## config.mk

```make
export PLATFORM = sky130hd
export DESIGN_NAME = point_decompressor
export DESIGN_NICKNAME = d
export VERILOG_FILES = /design/src/rtl/ecc_gf7_pkg.sv /design/src/rtl/Mastrovito7.sv /design/src/rtl/Squarer.sv /design/src/rtl/point_decompressor.sv
export SDC_FILE = /design/constraint.sdc
export NUM_CORES = 1
export LEC_CHECK = 0
export BUFFER_PORTS_ARGS = -buffer_cell sky130_fd_sc_hd__buf_2
export CORE_ASPECT_RATIO = 1.25
export CORE_MARGIN = 2
export CORE_UTILIZATION = 42
export DETAILED_ROUTE_END_ITERATION = 12
export PLACE_DENSITY = 0.56
export SLEW_MARGIN = 20
export SYNTH_ARGS = -nofsm -noshare
export SYNTH_HDL_FRONTEND = slang
export SYNTH_SLANG_ARGS = --single-unit
```

## constraint.sdc

```tcl
create_clock -name clk -period 3.62 [get_ports clk]
set_clock_uncertainty 0.2 [all_clocks]
set_input_delay 0.905 -clock clk [delete_from_list [all_inputs] [get_ports clk]]
set_output_delay 0.905 -clock clk [all_outputs]
set_load 0.005 [all_outputs]
```

## src/rtl/ecc_gf7_pkg.sv

```systemverilog
// Shared GF(2^7) definitions for the ECC datapath: field constants, curve defaults,
// compressed-point layout and reduced field arithmetic helpers.
package ecc_gf7_pkg;

   localparam int                GF_W      = 7;
   localparam logic [GF_W:0]     GF_POLY   = 8'h83;
   localparam logic [GF_W-1:0]   GF_A_DEF  = 7'h01;
   localparam logic [GF_W-1:0]   GF_B_DEF  = 7'h01;
   localparam logic [2*GF_W-1:0] PT_INF    = 14'h0;
   localparam int                CP_X_LSB  = 0;
   localparam int                CP_YBIT   = 7;

   typedef enum logic [2:0] {
      ST_IDLE,
      ST_INV,
      ST_RHS,
      ST_HTR,
      ST_FIN,
      ST_OUT
   } dec_state_t;

   // Shift-and-add multiply with reduction on every shift.
   function automatic logic [GF_W-1:0] gf_mul(input logic [GF_W-1:0] a, input logic [GF_W-1:0] b);
      logic [GF_W-1:0] p;
      logic [GF_W-1:0] s;
      p = '0;
      s = a;
      for (int i = 0; i < GF_W; i++) begin
         if (b[i]) p = p ^ s;
         s = s[GF_W-1] ? ({s[GF_W-2:0], 1'b0} ^ GF_POLY[GF_W-1:0]) : {s[GF_W-2:0], 1'b0};
      end
      return p;
   endfunction

   // Square root via the Frobenius map: b^(2^6) since squaring has order 7.
   function automatic logic [GF_W-1:0] gf_sqrt(input logic [GF_W-1:0] b);
      logic [GF_W-1:0] v;
      v = b;
      for (int i = 0; i < GF_W - 1; i++) v = gf_mul(v, v);
      return v;
   endfunction

endpackage

```

## src/rtl/Mastrovito7.sv

```systemverilog
// Combinational GF(2^7) multiplier, reduction by x^7 + x + 1.
module Mastrovito7
   import ecc_gf7_pkg::*;
(
   input  logic [GF_W-1:0] i_a,
   input  logic [GF_W-1:0] i_b,
   output logic [GF_W-1:0] o_p
);

   assign o_p = gf_mul(i_a, i_b);

endmodule

```

## src/rtl/Squarer.sv

```systemverilog
// Combinational GF(2^7) squarer; squaring is linear, so it is a fixed XOR network.
module Squarer
   import ecc_gf7_pkg::*;
(
   input  logic [GF_W-1:0] i_a,
   output logic [GF_W-1:0] o_s
);

   // a4..a6 spill past x^6 and fold back through x^7 = x + 1.
   assign o_s = {i_a[3] ^ i_a[6], i_a[6], i_a[2] ^ i_a[5], i_a[5],
                 i_a[1] ^ i_a[4], i_a[4], i_a[0]};

endmodule

```

## src/rtl/point_decompressor.sv

```systemverilog
// Decompresses {ybit, x} into affine {y, x} on y^2 + xy = x^3 + A x^2 + B over GF(2^7),
// sharing one multiplier across the inversion, right-hand-side and final product steps.
module point_decompressor
   import ecc_gf7_pkg::*;
#(
   parameter logic [GF_W-1:0] A = GF_A_DEF,
   parameter logic [GF_W-1:0] B = GF_B_DEF
) (
   input  logic                clk,
   input  logic                rst_n,
   input  logic                in_valid,
   output logic                in_ready,
   input  logic [GF_W:0]       in_data,
   output logic                out_valid,
   input  logic                out_ready,
   output logic [2*GF_W-1:0]   out_data,
   output logic                out_err
);

   localparam logic [GF_W-1:0] SQRT_B = gf_sqrt(B);

   dec_state_t        r_state;
   logic [2:0]        r_cnt;
   logic              r_ybit;
   logic [GF_W-1:0]   r_x, r_r, r_xinv, r_c, r_h, r_t;
   logic              r_in_ready, r_out_valid, r_out_err;
   logic [2*GF_W-1:0] r_out_data;

   logic [GF_W-1:0]   w_sq_in, w_sq_out, w_t2, w_t4;
   logic [GF_W-1:0]   w_mul_a, w_mul_b, w_mul_p, w_z, w_c_next;

   // z = h with bit 0 forced to the requested ybit, selecting between the two roots.
   assign w_z      = {r_h[GF_W-1:1], r_ybit};
   assign w_c_next = r_x ^ A ^ w_mul_p;

   always_comb begin
      w_sq_in = r_r;
      w_mul_a = w_sq_out;
      w_mul_b = r_x;
      case (r_state)
         ST_RHS: begin
            w_sq_in = r_xinv;
            w_mul_a = B;
            w_mul_b = w_sq_out;
         end
         ST_FIN: begin
            w_sq_in = r_h;
            w_mul_a = r_x;
            w_mul_b = w_z;
         end
         default: ;
      endcase
   end

   Mastrovito7 u_mul   (.i_a(w_mul_a), .i_b(w_mul_b), .o_p(w_mul_p));
   Squarer     u_sq    (.i_a(w_sq_in), .o_s(w_sq_out));
   Squarer     u_sq_t1 (.i_a(r_t),     .o_s(w_t2));
   Squarer     u_sq_t2 (.i_a(w_t2),    .o_s(w_t4));

   always_ff @(posedge clk or negedge rst_n) begin
      if (!rst_n) begin
         r_state     <= ST_IDLE;
         r_cnt       <= '0;
         r_ybit      <= 1'b0;
         r_x         <= '0;
         r_r         <= '0;
         r_xinv      <= '0;
         r_c         <= '0;
         r_h         <= '0;
         r_t         <= '0;
         r_in_ready  <= 1'b1;
         r_out_valid <= 1'b0;
         r_out_err   <= 1'b0;
         r_out_data  <= PT_INF;
      end else begin
         case (r_state)
            ST_IDLE: begin
               if (in_valid && r_in_ready) begin
                  r_in_ready <= 1'b0;
                  r_x        <= in_data[CP_X_LSB +: GF_W];
                  r_ybit     <= in_data[CP_YBIT];
                  if (in_data[CP_X_LSB +: GF_W] == '0) begin
                     r_out_err   <= 1'b0;
                     r_out_valid <= 1'b1;
                     r_out_data  <= in_data[CP_YBIT] ? {SQRT_B, {GF_W{1'b0}}} : PT_INF;
                     r_state     <= ST_OUT;
                  end else begin
                     r_r     <= in_data[CP_X_LSB +: GF_W];
                     r_cnt   <= '0;
                     r_state <= ST_INV;
                  end
               end
            end
            // x^-1 = x^126 by repeated r <= r^2 * x, then one final squaring.
            ST_INV: begin
               if (r_cnt == 3'd5) begin
                  r_xinv  <= w_sq_out;
                  r_state <= ST_RHS;
               end else begin
                  r_r   <= w_mul_p;
                  r_cnt <= r_cnt + 3'd1;
               end
            end
            ST_RHS: begin
               r_c     <= w_c_next;
               r_h     <= w_c_next;
               r_t     <= w_c_next;
               r_cnt   <= '0;
               r_state <= ST_HTR;
            end
            // Half-trace c + c^4 + c^16 + c^64 solves z^2 + z = c when trace(c) = 0.
            ST_HTR: begin
               r_t <= w_t4;
               r_h <= r_h ^ w_t4;
               if (r_cnt == 3'd2) r_state <= ST_FIN;
               else               r_cnt   <= r_cnt + 3'd1;
            end
            ST_FIN: begin
               if ((w_sq_out ^ r_h) != r_c) begin
                  r_out_err  <= 1'b1;
                  r_out_data <= PT_INF;
               end else begin
                  r_out_err  <= 1'b0;
                  r_out_data <= {w_mul_p, r_x};
               end
               r_out_valid <= 1'b1;
               r_state     <= ST_OUT;
            end
            ST_OUT: begin
               if (out_ready) begin
                  r_out_valid <= 1'b0;
                  r_in_ready  <= 1'b1;
                  r_state     <= ST_IDLE;
               end
            end
            default: begin
               r_in_ready  <= 1'b1;
               r_out_valid <= 1'b0;
               r_state     <= ST_IDLE;
            end
         endcase
      end
   end

   assign in_ready  = r_in_ready;
   assign out_valid = r_out_valid;
   assign out_data  = r_out_data;
   assign out_err   = r_out_err;

endmodule

```

# --- Word-level counts from Yosys, hierarchy flattened ---
# Cells that the tools add are included.
totals:
  mem_count: 0
  inputBits: 12
  ramBits: 0
  latch_bits: 0
  elab_cells: 126
  ff_bits: 66
  mem_bits_ro: 0
op_classes:
  multipliers: 0
  muxes: 49
  n_addsub: 1
  eq_ne: 16
  order_cmp: 0
  n_bitwise: 28
  reduce_logical: 18
  div: 0
  shift: 0
op_table:
  columns: ["cell", "count"]
  rows:
  - ["$pmux W7 S2", 6]
  - ["$mux W7", 10]
  - ["$xor A7 B7 Y7", 9]
  - ["$mux W14", 3]
  - ["$pmux W14 S2", 1]
  - ["$mux W3", 9]
  - ["$pmux W3 S6", 1]
  - ["$ne A2 B2 Y1 const B", 8]
  - ["$mux W2", 6]
  - ["$not A2 Y2", 6]
  - ["$pmux W3 S4", 1]
  - ["$reduce_and A4 Y1", 3]
  - ["$eq A3 B2 Y1 const B", 3]
  - ["$eq A3 B3 Y1 const B", 3]
  - ["$xor A1 B1 Y1", 9]
  - ["$mux W1", 8]
  - ["$mux W8", 1]
  - ["$logic_not A7 Y1", 1]
  - ["$ne A7 B7 Y1", 1]
  - ["$reduce_and A2 Y1", 3]
  - ["$reduce_and A3 Y1", 2]
  - ["$reduce_bool A2 Y1", 3]
  - ["$reduce_and A5 Y1", 1]
  - ["$not A1 Y1", 4]
  - ["10 further kinds", 10]

# --- Longest topological paths before layout ---
# Gate-level depths: netlist of the first run.
depth:
  word_depth: 20
  mapped_depth: 13
  mapped_depth_nobuf: 10

# --- By module ---
# A second synthesis of the first run with hierarchy kept.
hier_totals:
  cells_unflattened: 451
  area_unflattened_um2: 4489.3
by_module_without_submodules:
  columns: ["mod", "cells_per_inst", "n_inst", "seq_area_each_um2", "area_each_um2"]
  rows:
  - ["point_decompressor", 312, 1, 1652.8, 3505.9]
  - ["Mastrovito7", 118, 1, 0.0, 814.5]
  - ["Squarer", 7, 3, 0.0, 56.3]

# --- Worst setup path before layout of the first run ---
# No wires, ideal clock.
synth_path:
  kind: "flip-flop to flip-flop"
  startpoint: "reg r_state[0]"
  endpoint: "reg r_h[3]"
  synth_period_minus_slack_ns: 3.224
  stages_incl_launch_ff: 13
  setup_slack_ns: 0.396
  required_time_ns: 3.355
  arrival_time_ns: 2.959
  path_buffers: 2
  setup_time_ns: 0.065
  path_cell_list: "dfrtp_1 -> buf_2 -> o21bai_1 -> a221oi_2 -> nand3_2 -> and2_1 -> buf_2 -> nor2_1 -> xnor2_1 -> xnor3_1 -> xnor2_1 -> mux2i_1 -> o221a_2"
synth_via:
  elab_chain_cells: 18
  word_cells_on_any_way: 33
synth_rtl:
  columns: ["element", "line_no", "rtl"]
  rows:
  - ["from (decl)", "point_decompressor.sv:22", "dec_state_t r_state;"]
  - ["from (signal assigned)", "point_decompressor.sv:62", "r_state <= ST_IDLE;"]
  - ["from (signal assigned)", "point_decompressor.sv:86", "r_state <= ST_OUT;"]
  - ["from (signal assigned)", "point_decompressor.sv:90", "r_state <= ST_INV;"]
  - ["$eq A3 B3 Y1 or $eq A3 B2 Y1 (tied branches)", "point_decompressor.sv:40, point_decompressor.sv:76", null]
  - ["$pmux W7 S2", "point_decompressor.sv:40", "case (r_state)"]
  - ["$pmux W7 S2 or $xor A1 B1 Y1 (tied branches)", "point_decompressor.sv:40, Squarer.sv:11", null]
  - ["$mux W7 or $pmux W7 S2 (tied branches)", "ecc_gf7_pkg.sv:29, point_decompressor.sv:40", null]
  - ["$xor A7 B7 Y7", "ecc_gf7_pkg.sv:29", "if (b[i]) p = p ^ s;"]
  - ["$mux W7", "ecc_gf7_pkg.sv:29", null]
  - ["$xor A7 B7 Y7", "ecc_gf7_pkg.sv:29", null]
  - ["$mux W7", "ecc_gf7_pkg.sv:29", null]
  - ["[... 2 more ...]", null, null]
  - ["$xor A7 B7 Y7", "ecc_gf7_pkg.sv:29", null]
  - ["$mux W7", "ecc_gf7_pkg.sv:29", null]
  - ["$xor A7 B7 Y7", "ecc_gf7_pkg.sv:29", null]
  - ["$mux W7", "ecc_gf7_pkg.sv:29", null]
  - ["$xor A7 B7 Y7", "ecc_gf7_pkg.sv:29", null]
  - ["$mux W7", "ecc_gf7_pkg.sv:29", null]
  - ["$xor A7 B7 Y7", "point_decompressor.sv:34", "assign w_c_next = r_x ^ A ^ w_mul_p;"]
  - ["$pmux W7 S2", "point_decompressor.sv:76", "case (r_state)"]
  - ["to (signal assigned)", "point_decompressor.sv:106", "r_h <= w_c_next;"]
  - ["to (signal assigned)", "point_decompressor.sv:114", "r_h <= r_h ^ w_t4;"]
  - ["to (decl)", "point_decompressor.sv:25", "logic [GF_W-1:0] r_x, r_r, r_xinv, r_c, r_h, r_t;"]
# Parallel ways exist; a longest one is shown, timed or not.
# A chain may end at the register's enable or synchronous reset.

# --- Final worst setup path of the first run ---
layout_path:
  startpoint: "reg r_state[1]"
  endpoint: "reg r_h[3]"
# Same word-level chain as after synthesis.

==> summary.txt, run 1 <==
Clock tree
  • Clock root cell: clkbuf_16
  • CTS tree: yes
  • Number of buffers created by CTS: 9
  • CTS sink count: 66
  • H-tree depth: 3
  • # hold bufs at CTS: 0
  • Clock transition at the registers of the reported paths: 0.06 ns
  • Maximum clock path buffer count: 2
  • Clk_lat worst skew: approximately 0.34 ns

Worst setup path
  • Worst-path cell chain: buf_12, or3b_4, buf_4, o221ai_4, xor2_2, o21ba_4, nor2_1, xnor3_1, xnor2_2, mux2i_2, buf_4, o221a_4
  • Critical R2R Capture: r_h[3]
  • Worst reg2reg path startpoint: r_state[1]
  • Crit-path leading delay family: XOR/XNOR gates
  • CP dominant cell by count: buf_4
  • Worst R2R Setup Slack: 0.06 ns
  • Crit path kind: flop to flop
  • Worst r2r path cells: 12
  • Buf+Inv Stages, Crit Path: 3
  • CP endpoint kind: flop
  • WP data required: about 3.7 ns
  • CP max stage cell: dfrtp_2
  • CP Data Arrival Time: 3.63 ns
  • Slowest stage delay, CP: 0.43 ns
  • Startpoint types: flop
  • Instance count on the critical path: 12
  • Crit-path max FO: 10

Timing
  • Slew Viols, Final: 0
  • Setup_tns: 0 ns
  • Max-Slew Margin vs Limit: 0.5299
  • Final setup viols: 0
  • Slew @ Worst Pin: 0.7052 ns
  • Min Hold Slack: 0.2773 ns
  • Final period util: 0.9821
  • Post-layout min period: about 3.6 ns
  • Achievable frequency: ~0.28 GHz
  • Unrepaired setup endpoints after global routing: true
  • Final Hold Viols: 0

Synth
  • Synth area leaders: dfrtp_1 (34%), xnor2_1 (7.9%), nand2_1 (5.6%), nor2_1 (4.5%), o21ai_0 (4.4%)
  • Synth Cell Area: 0.004848 sq mm
  • Yosys top cell by area: dfrtp_1
  • Syn nets: 578
  • Yosys reg bits: 66
  • Seq/Total Area, Yosys: 0.3409
  • Ys flop type: dfrtp_1
  • Syn avg cell area: 8.612 sq um
  • Top cell type's share of synthesized area: 0.3355
  • Synth Warn #: 0
  • Synth cell types: 62
  • FFs w/ async S/R, synth: 1.000
  • Post-synthesis instance total: 563
  • Post-synth EDFFs: 0

Worst hold path
  • HP Class: flop to flop
  • Hold Path Cell Cnt: 2
  • HP Start: out_data[7]
  • Hold EP: out_data[7]

Detailed routing
  • # DRC: 0
  • Initial drt markers: 315
  • WL met3: 632 um
  • Router iterations before antenna repair: 5
  • DR top layer: met4
  • DRT antenna net count: 0
  • Vias/cell: roughly 5.8
  • DR WL/cell: 20.24 um
  • Final wirelength: about 16000 um
  • Met2 WL: 7637 um
  • Met1 wire length: approximately 6800 um
  • DR vias: ~4500

Global routing
  • Grt ovf: 0
  • Number of global-route vias before repair: ~4400
  • Largest net degree at the start of global routing: 35
  • Antenna violations before repair: 0
  • Total global-route track usage: 0.2629
  • First-pass GRT wire length: 24620 um

Finish
  • Nets: 651
  • Share of layout cells above drive strength 1: 0.2512
  • # diodes: 0
  • Area grow syn2layout: 23.35%

Die
  • Die ar.: 0.01242 sq mm
  • Die Ht: 124.1 um
  • Ports: 29
  • Initial Util: 0.4333
  • Die W: 100.1 um
  • Core outline area: 0.01119 sq mm
  • Row cnt: 43

Run
  • Max-cap viol count: 0

Placed design
  • Hpwl dp: approximately 12000 um
  • RePlAce Congestion: 0.9819
  • Count of port buffers added during placement: 28

Run status
  • Status: finished clean
## worst max path at each step
stage,end,from,slack (ns)
floorplan,r_h[3],r_state[0],0.40
global placement,r_h[3],r_state[2],-0.17
detailed placement,r_h[3],r_state[0],-0.16
CTS,r_h[3],r_state[2],0.008
global route,r_r[3],r_state[1],-0.03
finish,r_h[3],r_state[1],0.06
## per-layer routing
metal	GRT usage	up-vias
li1	-	2157
met1	0.3355	2203
met2	0.4383	142
met3	0.03311	32
met4	0.1353	0
met5	0	-
## repair_timing
action / CTS / global route
gates resized for setup: 10 / 20
gates cloned: 0 / 1
setup endpoints to repair: 11 / 19
pin swaps: 1 / 7
setup buffers: 0 / 8
## sequential cells by signal, summed over array words and instances, names as in the netlist
name	cells
r_ybit	1
out_data	14
in_ready	1
r_t	7
r_x	7
r_h	7
r_cnt	3
r_state	3
r_xinv	7
out_valid	1
out_err	1
r_c	7
r_r	7
## per-stage QoR
stage / cell area (sq um) / std cells / worst slack (ns) / util
after floorplan: 4848 / 563 / 0.3964 / -
after global placement: 5477 / 751 / -0.1737 / 0.4894
after detailed placement: 5477 / 751 / -0.1613 / 0.4894
after CTS: 5819 / 767 / 0.008296 / 0.5200
after global routing: 5981 / 776 / -0.02715 / 0.5344
final: 5981 / 776 / 0.06494 / 0.5344
## Yosys cell counts (all sizes together) (3+ instances only)
master   number
a211oi        8
a21o          6
a21oi        27
a221oi        3
a22o         15
a22oi         4
a2bb2oi       3
a31oi         3
and2          3
buf          17
clkbuf       18
dfrtp        65
ha            3
inv           7
mux2         11
mux2i         6
nand2        72
nand2b        7
nand3         6
nand4         3
nor2         58
nor2b         7
nor3         15
nor3b         5
nor4          5
o21a          7
o21ai        45
o221a         3
o221ai        7
o22a          4
o22ai        11
o31ai         5
or2           4
or3           5
or4           3
xnor2        45
xnor3         7
xor2         21
## cell type report
type / instances / area (sq um)
Fill cell: 1063 / 5210
Multi-Input combinational cell: 454 / 3128
Sequential cell: 66 / 1657
Timing Repair Buffer: 97 / 708.2
Clock buffer: 9 / 225.2
Tap cell: 135 / 168.9
Clock inverter: 7 / 60.06
Inverter: 8 / 33.78
## cells in the final DEF (no fill, tap or decap), drive strengths merged, types with 15 or more instances in the layout
master,Yosys,routed
nor3,15,15
a21oi,27,27
buf,17,96
xnor2,45,45
dfrtp,65,65
xor2,21,21
a22o,15,15
nand2,72,72
nor2,58,58
o21ai,45,45
## worst register-to-register path, stage by stage (launching register included)
cell	delay, ns
dfrtp_2	0.43
buf_12	0.15
or3b_4	0.41
buf_4	0.18
o221ai_4	0.21
xor2_2	0.25
o21ba_4	0.23
nor2_1	0.06
xnor3_1	0.40
xnor2_2	0.28
mux2i_2	0.32
buf_4	0.19
o221a_4	0.16
## kinds of logic after synthesis
kind of cell    Yosys count  synth area share
fa+ha+maj                 3          0.007743
xor+xnor                 73            0.1548
buf+inv                  43           0.03845
mux                      17           0.03794
flops                    66            0.3409
compound gates          161            0.2284
simple gates            200            0.1917
Power of run 1 is not shown: default switching activity piles up to over one toggle a cycle in this logic, so the estimate is an artifact.
==> inputs of run 2 (changes only) <==
==> constraint.sdc (replaced) <==
create_clock -name clk -period 4.1 [get_ports clk]
set_clock_uncertainty 0.2 [all_clocks]
set_input_delay 1.025 -clock clk [delete_from_list [all_inputs] [get_ports clk]]
set_output_delay 1.025 -clock clk [all_outputs]
set_load 0.005 [all_outputs]
==> summary.txt, run 2 (synthesized netlist as in run 1, its figures left out) <==
Timing
  • Setup_tns: 0 ns (unchanged)
  • Slew @ Worst Pin: 0.6936 ns (was 0.7052 ns)
  • Unrepaired setup endpoints after global routing: false (was true)
  • Max-Slew Margin vs Limit: 0.5336 (was 0.5299)
  • Achievable frequency: 0.2510 GHz (was 0.2813 GHz)
  • Min Hold Slack: 0.2766 ns (was 0.2773 ns)
  • Final setup viols: 0 (unchanged)
  • Post-layout min period: 3.984 ns (was 3.555 ns)
  • Slew Viols, Final: 0 (unchanged)
  • Final period util: 0.9717 (was 0.9821)
  • Final Hold Viols: 0 (unchanged)

Clock tree
  • Maximum clock path buffer count: 2 (unchanged)
  • Clock root cell: clkbuf_16 (unchanged)
  • H-tree depth: 3 (unchanged)
  • Clock transition at the registers of the reported paths: 0.06 ns (about the same)
  • CTS tree: yes (unchanged)
  • Number of buffers created by CTS: 9 (unchanged)
  • Clk_lat worst skew: 0.34 ns (about the same)
  • # hold bufs at CTS: 0 (unchanged)
  • CTS sink count: 66 (unchanged)

Die
  • Initial Util: 0.4333 (unchanged)
  • Die ar.: 0.01242 sq mm (unchanged)
  • Row cnt: 43 (unchanged)
  • Core outline area: 0.01119 sq mm (unchanged)
  • Die Ht: 124.1 um (unchanged)
  • Die W: 100.1 um (unchanged)
  • Ports: 29 (unchanged)

Finish
  • Nets: 613 (was 651)
  • Most frequent cells in the layout: nand2_1 (72), dfrtp_1 (64), nor2_1 (58) (was nand2_1 (72), buf_4 (64), dfrtp_1 (62))
  • Share of layout cells above drive strength 1: 0.1725 (was 0.2512)
  • Share of the core filled with cells: 0.4975 (was 0.5344)
  • Area grow syn2layout: 14.84% (was 23.35%)
  • # diodes: 0 (unchanged)
  • Fill cells: 1071 (was 1063)
  • Max FFs per register: 14 (unchanged)
  • Design area: 0.005568 sq mm (was 0.005981 sq mm)
  • Commonest non-fill, non-tap cell in the layout: nand2_1 (unchanged)

Global routing
  • Grt ovf: 0 (unchanged)
  • Largest net degree at the start of global routing: 31 (was 35)
  • Total global-route track usage: 0.2548 (was 0.2629)
  • Antenna violations before repair: 0 (unchanged)
  • First-pass GRT wire length: 24000 um (was 24620 um)
  • Number of global-route vias before repair: 4366 (was 4351)

Worst setup path
  • Slowest stage delay, CP: 0.49 ns (was 0.43 ns)
  • Crit-path max FO: 12 (was 10)
  • CP endpoint kind: flop (unchanged)
  • CP dominant cell by count: xnor3_1 (was buf_4)
  • Crit path kind: flop to flop (unchanged)
  • CP max stage cell: dfrtp_1 (was dfrtp_2)
  • Buf+Inv Stages, Crit Path: 1 (was 3)
  • WP data required: 4.15 ns (was 3.69 ns)
  • Crit-path leading delay family: XOR/XNOR gates (unchanged)
  • Startpoint types: flop (unchanged)
  • Worst-path cell chain: buf_4, o21ba_2, o22ai_1, a21oi_2, xnor3_1, a21oi_1, nand2b_1, xnor3_1, xnor2_2, xnor2_1, a211oi_2 (was buf_12, or3b_4, buf_4, o221ai_4, xor2_2, o21ba_4, nor2_1, xnor3_1, xnor2_2, mux2i_2, buf_4, o221a_4)
  • CP Data Arrival Time: 4.04 ns (was 3.63 ns)

Detailed routing
  • Initial drt markers: 325 (was 315)
  • # DRC: 0 (unchanged)
  • Router iterations before antenna repair: 5 (unchanged)
  • DRT antenna net count: 0 (unchanged)
  • Final wirelength: 14800 um (was 15710 um)
  • Vias/cell: 5.935 (was 5.843)
  • DR WL/cell: 20.05 um (was 20.24 um)
  • DR vias: 4380 (was 4534)

Worst hold path
  • HP Class: flop to flop (unchanged)

Placed design
  • Placed Instance Area: 0.005234 sq mm (was 0.005477 sq mm)
  • RePlAce Congestion: 1.012 (was 0.9819)
  • Hpwl dp: 11350 um (was 12130 um)
  • Count of port buffers added during placement: 28 (unchanged)

Run status
  • Status: finished clean (unchanged)

Run
  • Max-cap viol count: 0 (unchanged)
-- run 2: path summary, 6_finish.rpt --
kind,start,endpoint,slack (ns),depth (start not counted)
min,r_t[0],r_t[0],0.28,2
min reg2reg,r_t[0],r_t[0],0.28,2
max reg2reg,r_state[0],r_h[4],0.12,11
max in group asynchronous,rst_n,r_t[0],2.37,2
min in group asynchronous,rst_n,r_cnt[0],0.53,1
max,r_state[0],r_h[4],0.12,11
-- run 2: area by class of cell --
class                      instances  area [sq um]  area share
timing repair buffer              59         372.9     0.06697
tap                              135         168.9     0.03034
clock inverter                     7         100.1     0.01798
clock buffer                       9         225.2     0.04045
multi-input combinational        454          3017      0.5418
inverter                           8         30.03    0.005393
sequential                        66          1654      0.2971
-- run 2: timing repair --
item | 4_1_cts | 5_1_grt
setup buffers | 0 | 0
setup endpoints to repair | 0 | 6
resized for setup | 0 | 2
-- run 2: worst min-delay path: cells and delay by family, from the launching register on --
kind          cells  cell delay, ns
simple gates      2            0.11
flops             1            0.34
-- run 2: layer usage --
metal	share of wire	vias up	GRT usage
met5	0	-	0
met4	0.051	0	0.1361
met3	0.045	48	0.04153
met2	0.46	150	0.4105
met1	0.44	2104	0.3292
li1	-	2078	-
-- run 2: stage by stage --
step                      instances  worst slack (ns)
after floorplan                 563            0.8764
after global placement          722            0.1052
after detailed placement        722            0.1459
after CTS                       738            0.1076
after global routing            738           0.02798
final                           738            0.1160
Power of run 2 is left out for the same reason.
